[config.mk]
export PLATFORM = sky130hd
export DESIGN_NAME = sram_req_ctrl
export DESIGN_NICKNAME = d
export VERILOG_FILES = /design/src/rtl/sram_ctrl_pkg.sv /design/src/rtl/sram_rsp_fifo.sv /design/src/rtl/sram_req_ctrl.sv
export SDC_FILE = /design/constraint.sdc
export NUM_CORES = 1
export LEC_CHECK = 0
export ABC_CLOCK_PERIOD_IN_PS = 15900
export BUFFER_PORTS_ARGS = -buffer_cell sky130_fd_sc_hd__buf_4
export CORE_AREA = 2 2 137 139
export CTS_BUF_LIST = sky130_fd_sc_hd__clkbuf_8 sky130_fd_sc_hd__clkbuf_16
export DETAILED_ROUTE_END_ITERATION = 10
export DIE_AREA = 0 0 139 141
export GPL_TIMING_DRIVEN = 0
export PLACE_DENSITY = 0.81
export SETUP_SLACK_MARGIN = 0.15
export SKIP_CTS_REPAIR_TIMING = 1
export SYNTH_ARGS = -nofsm -noshare
export SYNTH_HDL_FRONTEND = slang
export SYNTH_HIERARCHICAL = 1
export SYNTH_SLANG_ARGS = --single-unit
[constraint.sdc]
create_clock -name i_clk -period 15.9 [get_ports i_clk]
set_input_delay 3.18 -clock i_clk [delete_from_list [all_inputs] [get_ports i_clk]]
set_output_delay 3.18 -clock i_clk [all_outputs]
set_load 0.01 [all_outputs]
[src/rtl/sram_ctrl_pkg.sv]
// Shared types and helpers for the SRAM request controller.
// Holds default geometry, the controller state enum and byte-to-bit mask expansion.
package sram_ctrl_pkg;

  localparam int unsigned SRAM_ADDR_W = 7;
  localparam int unsigned SRAM_DATA_W = 64;
  localparam int unsigned MASK_W_MAX  = 512;
  localparam int unsigned BE_W_MAX    = MASK_W_MAX / 8;

  typedef enum logic [0:0] {INIT, RUN} state_e;

  // Widest supported mask; callers zero-extend their strobes and truncate the result.
  function automatic logic [MASK_W_MAX-1:0] be_to_bitmask(input logic [BE_W_MAX-1:0] be);
    logic [MASK_W_MAX-1:0] mask;
    mask = '0;
    for (int k = 0; k < int'(BE_W_MAX); k++) begin
      mask[8*k +: 8] = {8{be[k]}};
    end
    return mask;
  endfunction

endpackage

[src/rtl/sram_rsp_fifo.sv]
// Small synchronous FIFO for read responses; depth need not be a power of two.
// No full/empty guarding: the controller's credit rule keeps push and pop legal.
module sram_rsp_fifo
  import sram_ctrl_pkg::*;
#(
  parameter int unsigned WIDTH = SRAM_DATA_W,
  parameter int unsigned DEPTH = 3,
  parameter int unsigned CNT_W = $clog2(DEPTH + 1)
) (
  input  logic             clk,
  input  logic             rst,
  input  logic             push,
  input  logic [WIDTH-1:0] wdata,
  input  logic             pop,
  output logic [WIDTH-1:0] rdata,
  output logic [CNT_W-1:0] count
);

  localparam int unsigned PTR_W = (DEPTH > 1) ? $clog2(DEPTH) : 1;

  logic [WIDTH-1:0] mem_q [DEPTH];
  logic [PTR_W-1:0] wptr_q, rptr_q;
  logic [CNT_W-1:0] cnt_q;

  function automatic logic [PTR_W-1:0] ptr_inc(input logic [PTR_W-1:0] p);
    return (p == PTR_W'(DEPTH - 1)) ? '0 : p + PTR_W'(1);
  endfunction

  always_ff @(posedge clk) begin
    if (rst) begin
      wptr_q <= '0;
      rptr_q <= '0;
      cnt_q  <= '0;
    end else begin
      if (push) wptr_q <= ptr_inc(wptr_q);
      if (pop)  rptr_q <= ptr_inc(rptr_q);
      case ({push, pop})
        2'b10:   cnt_q <= cnt_q + CNT_W'(1);
        2'b01:   cnt_q <= cnt_q - CNT_W'(1);
        default: cnt_q <= cnt_q;
      endcase
    end
  end

  always_ff @(posedge clk) begin
    if (push) mem_q[wptr_q] <= wdata;
  end

  assign rdata = mem_q[rptr_q];
  assign count = cnt_q;

endmodule

[src/rtl/sram_req_ctrl.sv]
// Valid/ready request front-end for a single-port SRAM with optional zero-fill after reset.
// Read data returns in order through a credit-limited response FIFO.
module sram_req_ctrl
  import sram_ctrl_pkg::*;
#(
  parameter int unsigned ADDR_W    = SRAM_ADDR_W,
  parameter int unsigned DATA_W    = SRAM_DATA_W,
  parameter int unsigned RSP_DEPTH = 3,
  parameter int unsigned INIT_EN   = 1
) (
  input  logic                i_clk,
  input  logic                i_rst,
  input  logic                i_req_valid,
  output logic                o_req_ready,
  input  logic                i_req_we,
  input  logic [ADDR_W-1:0]   i_req_addr,
  input  logic [DATA_W-1:0]   i_req_wdata,
  input  logic [DATA_W/8-1:0] i_req_be,
  output logic                o_rsp_valid,
  input  logic                i_rsp_ready,
  output logic [DATA_W-1:0]   o_rsp_rdata,
  output logic                o_init_done,
  output logic                o_sram_cen,
  output logic                o_sram_wen,
  output logic [DATA_W-1:0]   o_sram_bit_mask,
  output logic [ADDR_W-1:0]   o_sram_addr,
  output logic [DATA_W-1:0]   o_sram_wdata,
  input  logic [DATA_W-1:0]   i_sram_rdata
);

  localparam int unsigned CNT_W = $clog2(RSP_DEPTH + 1);

  state_e            state_q, state_d;
  logic [ADDR_W-1:0] init_cnt_q, init_cnt_d;
  logic              inflight_q;
  logic [CNT_W-1:0]  rsp_count;
  logic [CNT_W:0]    credits_used;
  logic              credit_ok;
  logic              req_acc;
  logic              rd_acc;
  logic              rsp_pop;

  // A read in flight already owns a FIFO slot, so readiness depends only on registered state.
  assign credits_used = (CNT_W + 1)'(rsp_count) + (CNT_W + 1)'(inflight_q);
  assign credit_ok    = credits_used < (CNT_W + 1)'(RSP_DEPTH);

  always_ff @(posedge i_clk) begin
    if (i_rst) begin
      state_q    <= (INIT_EN != 0) ? INIT : RUN;
      init_cnt_q <= '0;
      inflight_q <= 1'b0;
    end else begin
      state_q    <= state_d;
      init_cnt_q <= init_cnt_d;
      inflight_q <= rd_acc;
    end
  end

  always_comb begin
    state_d         = state_q;
    init_cnt_d      = init_cnt_q;
    o_req_ready     = 1'b0;
    req_acc         = 1'b0;
    o_sram_cen      = 1'b0;
    o_sram_wen      = 1'b0;
    o_sram_bit_mask = '0;
    o_sram_addr     = '0;
    o_sram_wdata    = '0;
    if (!i_rst) begin
      unique case (state_q)
        INIT: begin
          o_sram_cen      = 1'b1;
          o_sram_wen      = 1'b1;
          o_sram_bit_mask = '1;
          o_sram_addr     = init_cnt_q;
          init_cnt_d      = init_cnt_q + ADDR_W'(1);
          if (init_cnt_q == '1) state_d = RUN;
        end
        RUN: begin
          o_req_ready  = credit_ok;
          req_acc      = i_req_valid && credit_ok;
          o_sram_cen   = req_acc;
          o_sram_wen   = req_acc && i_req_we;
          o_sram_addr  = i_req_addr;
          o_sram_wdata = i_req_wdata;
          if (req_acc && i_req_we) begin
            o_sram_bit_mask = DATA_W'(be_to_bitmask(BE_W_MAX'(i_req_be)));
          end
        end
      endcase
    end
  end

  assign rd_acc      = req_acc && !i_req_we;
  assign o_init_done = (state_q == RUN);
  assign o_rsp_valid = (rsp_count != '0);
  assign rsp_pop     = o_rsp_valid && i_rsp_ready;

  sram_rsp_fifo #(
    .WIDTH(DATA_W),
    .DEPTH(RSP_DEPTH),
    .CNT_W(CNT_W)
  ) u_rsp_fifo (
    .clk  (i_clk),
    .rst  (i_rst),
    .push (inflight_q),
    .wdata(i_sram_rdata),
    .pop  (rsp_pop),
    .rdata(o_rsp_rdata),
    .count(rsp_count)
  );

endmodule
==> flow_metrics.tcl <==
set metrics [dict create \
    status "complete, no violations" \
    clock-root-buffer "clkbuf_16" \
    syn-num-nets 802 \
    end_kind "primary output" \
    static-leakage-power_nw 5.05 \
    period_share_pct 52.6 \
    antennaDiodeCount 0 \
    crit_path_top_delay_cell "a211oi_1" \
    max_cap_viol 0 \
    cp.arrival_ns 5.19 \
    floorplan.die_area_um2 19600 \
    finalCriticalPeriod_ns 8.37 \
    post-synth-top-area-cell "edfxtp_1" \
    yosys.cell_types.count 38 \
    final_routed_wirelength_um 23700 \
    hold_path_depth 2 \
    area_growth_pct 42.7 \
    holdCritPathClass "reg2reg" \
    number_of_remaining_drc_errors 0 \
    maxSlewViolCount 0 \
    gr_util_all_layers_pct 22.9 \
    min_from "init_cnt_q[5]" \
    fill_cell_instance_count_of_the_final_layout 1257 \
    post_route_cells_drive_above_1_share_pct 45.7 \
    number_of_instances_in_the_synthesized_netlist 650 \
    first_pass_iters 5 \
    holdPathEnd "init_cnt_q[5]" \
    slew_headroom_pct 16.8 \
    clock_sink_count 209 \
    floorplan.core_area_um2 18300 \
    antenna_violating_nets_post_route 0 \
    initialDrtViolationCount 297 \
    placement_rows 50 \
    postSynth.asyncResetShare_pct 0 \
    start_util_pct 49.1 \
    nets 1186 \
    edff_count_synth 192 \
    io_buffers 350 \
    maxClockFrequency_mhz 119 \
    reg2reg_to "u_rsp_fifo/mem_q[0][2]" \
    cts_tree "yes" \
    worstSkewPairLatency_ns 0.50 \
    accumulated_negative_setup_slack_ns 0 \
    finalWeightedCongestion 0.885 \
    grt_first_pass_wirelength_um 34300 \
    drt-wirelength-per-cell_um 18.5 \
    pin_count_of_the_biggest_net_entering_global_routing 31 \
    synth.top_cell.area_share_pct 64.3 \
    antenna_found_initial 0 \
    critical_path.max_stage_delay_ns 1.02 \
    crit-reg2reg-launch "inflight_q" \
    floorplan.io_pins 352 \
    clockBufferDepth 3 \
    setup_ws_ns 7.53 \
    clock_tree.htree_level_count 1 \
    length_in_cells_of_the_worst_reg_to_reg_path 6 \
    crit_required_ns 12.72 \
    yosysSeqAreaShare_pct 68.1 \
    first_global_vias 6136 \
    multiInputGateArea_um2 2210 \
    horizontal_extent_of_the_die_um 139 \
    dp_worst_setup_slack_ns 7.51 \
    cts-buffers-inserted 22 \
    pwr_density_cell_nw_per_um2 91.9 \
    finClkSkew_ns 0.0304 \
    place.detailed.hpwl_um 17600 \
    vias_per_cell 4.92 \
    ys_seq_elements 209 \
    critical_path_peak_fanout 10 \
    grt.overflow.total 0 \
    yosysWarningCount 6 \
    setup_viol_count_final 0 \
    cp_bufs_invs 5 \
    worst_setup_path_startpoint "i_rst" \
    worst-slew-pin-transition_ns 1.24 \
    cp_delay_by_family_top "compound AO/OA/AOI/OAI gates" \
    seqCellArea_um2 6110 \
    hold_viol 0 \
    cts.reportedPaths.clkPinSlew_ns 0.06 \
    postSynth.topFlopCell "edfxtp_1" \
    floorplan.die.height_um 141 \
    crit_path_start_kind "input port" \
    timing.critical_path.mode_cell "buf_4" \
    worst-r2r-setup-slack_ns 13.42 \
    synth_area_um2 8960 \
    ir_drop_uv 68.8 \
    syn_avg_cell_area_um2 13.8 \
    setup.worst_path.class "in2out" \
    post_synth_main_area_contributors "edfxtp_1 (64%), mux2i_1 (7.9%), buf_4 (4.7%)" \
    setup_repair_after_global_routing_missed_its_margin "false" \
    dr_total_vias 6306 \
    path_cells "buf_4 > buf_2 > buf_1 > a211oi_1 > buf_4 > buf_4" \
]
cell type report:
type	instances	share of cell area, %
Clock inverter	15	1.22
Timing Repair Buffer	360	21.8
Clock buffer	24	4.52
Sequential cell	209	47.7
Tap cell	234	2.29
Buffer	91	5.13
Multi-Input combinational cell	348	17.3
Inverter	2	0.0587
cell usage after synthesis, types with 3 or more instances:
master    count
ha_1          4
nand2_1      77
a21oi_1       9
nor2b_1       3
buf_6         3
edfxtp_1    192
buf_4        56
and2_1       66
mux2i_1      71
buf_2         6
nor2_1       17
or3_1         4
clkbuf_1     14
buf_8         6
clkbuf_2      5
o21ai_0      68
dfxtp_1      17
a211oi_1      8
registers in the layout, summed over array words and instances (netlist names), named ones only:
| register | cells |
|---|---|
| init_cnt_q | 7 |
| u_rsp_fifo/mem_q | 192 |
| o_init_done | 1 |
| u_rsp_fifo/count | 2 |
| u_rsp_fifo/rptr_q | 2 |
| u_rsp_fifo/wptr_q | 2 |
| inflight_q | 1 |
tightest hold or removal path, cell delays in order, from the launching register on:
cell	delay [ns]
dfxtp_1	0.33
o21ai_0	0.08
a21oi_1	0.06
metrics by stage:
step / total power, mW / hold slack (ns) / cells / area (um^2) / utilization [%]
floorplan: 0.634 / 0.454 / 650 / 8960 / -
CTS: 1.18 / 0.507 / 1283 / 12800 / 70.0
detailed placement: 0.683 / 0.498 / 1244 / 12100 / 66.0
global placement: 0.681 / 0.482 / 1234 / 11900 / 65.0
global route: 1.21 / 0.538 / 1283 / 12800 / 70.0
finish: 1.18 / 0.511 / 1283 / 12800 / 70.0
logic make-up (layout without fill, tap and decap cells):
family / after synthesis / in the layout / synth area share (%)
muxes: 72 / 72 / 8.06
xor gates and xnor gates: 4 / 4 / 0.391
AOI/OAI and AO/OA: 89 / 89 / 5.38
and+or+nand+nor: 179 / 179 / 10.1
DFF: 209 / 209 / 68.1
adders and majority gates: 4 / 4 / 0.559
buffers and inverters: 93 / 492 / 7.40
routing by layer:
layer  track usage (%)  share of wire [%]  wire length (um)  vias to the layer above
met5                 0                  0                 0                        -
met4              6.91                2.5               604                        0
met3              5.30                7.6              1800                       45
met2              38.6                 49             11600                      267
met1              29.9                 41              9730                     2954
li1                  -                  -                 -                     3040
cells in the final DEF, fill, tap and decap left out, types with 3 or more instances in the layout:
cell type / n
bufinv_16: 3
buf_6: 7
nand2_1: 77
dfxtp_1: 17
edfxtp_1: 192
nor2b_1: 3
buf_12: 3
clkbuf_2: 5
buf_2: 6
inv_1: 6
mux2i_1: 71
nor2_1: 15
and2_1: 66
clkinv_2: 4
buf_4: 407
or3_1: 4
ha_1: 4
a211oi_1: 8
clkbuf_1: 14
clkbuf_16: 22
o21ai_0: 68
a21oi_1: 9
buf_8: 7
power breakdown:
| group | internal (mW) | switching (mW) | leakage [nW] |
|---|---|---|---|
| Clock | 0.310 | 0.194 | 0.375 |
| Combinational | 0.0445 | 0.0257 | 2.81 |
| Sequential | 0.600 | 0.00104 | 1.86 |
| Total | 0.954 | 0.221 | 5.05 |
worst max-delay path by stage:
| stage | endpoint | slack (ns) | cells past startpoint |
|---|---|---|---|
| CTS | o_sram_bit_mask[31] | 7.50 | 6 |
| global route | o_sram_bit_mask[31] | 7.44 | 6 |
| global placement | u_rsp_fifo/wptr_q[0] | 7.45 | 3 |
| floorplan | o_sram_bit_mask[10] | 8.23 | 4 |
| detailed placement | o_sram_bit_mask[31] | 7.51 | 6 |
| finish | o_sram_bit_mask[31] | 7.53 | 6 |
Note: power is estimated with default switching activity, not from simulation.
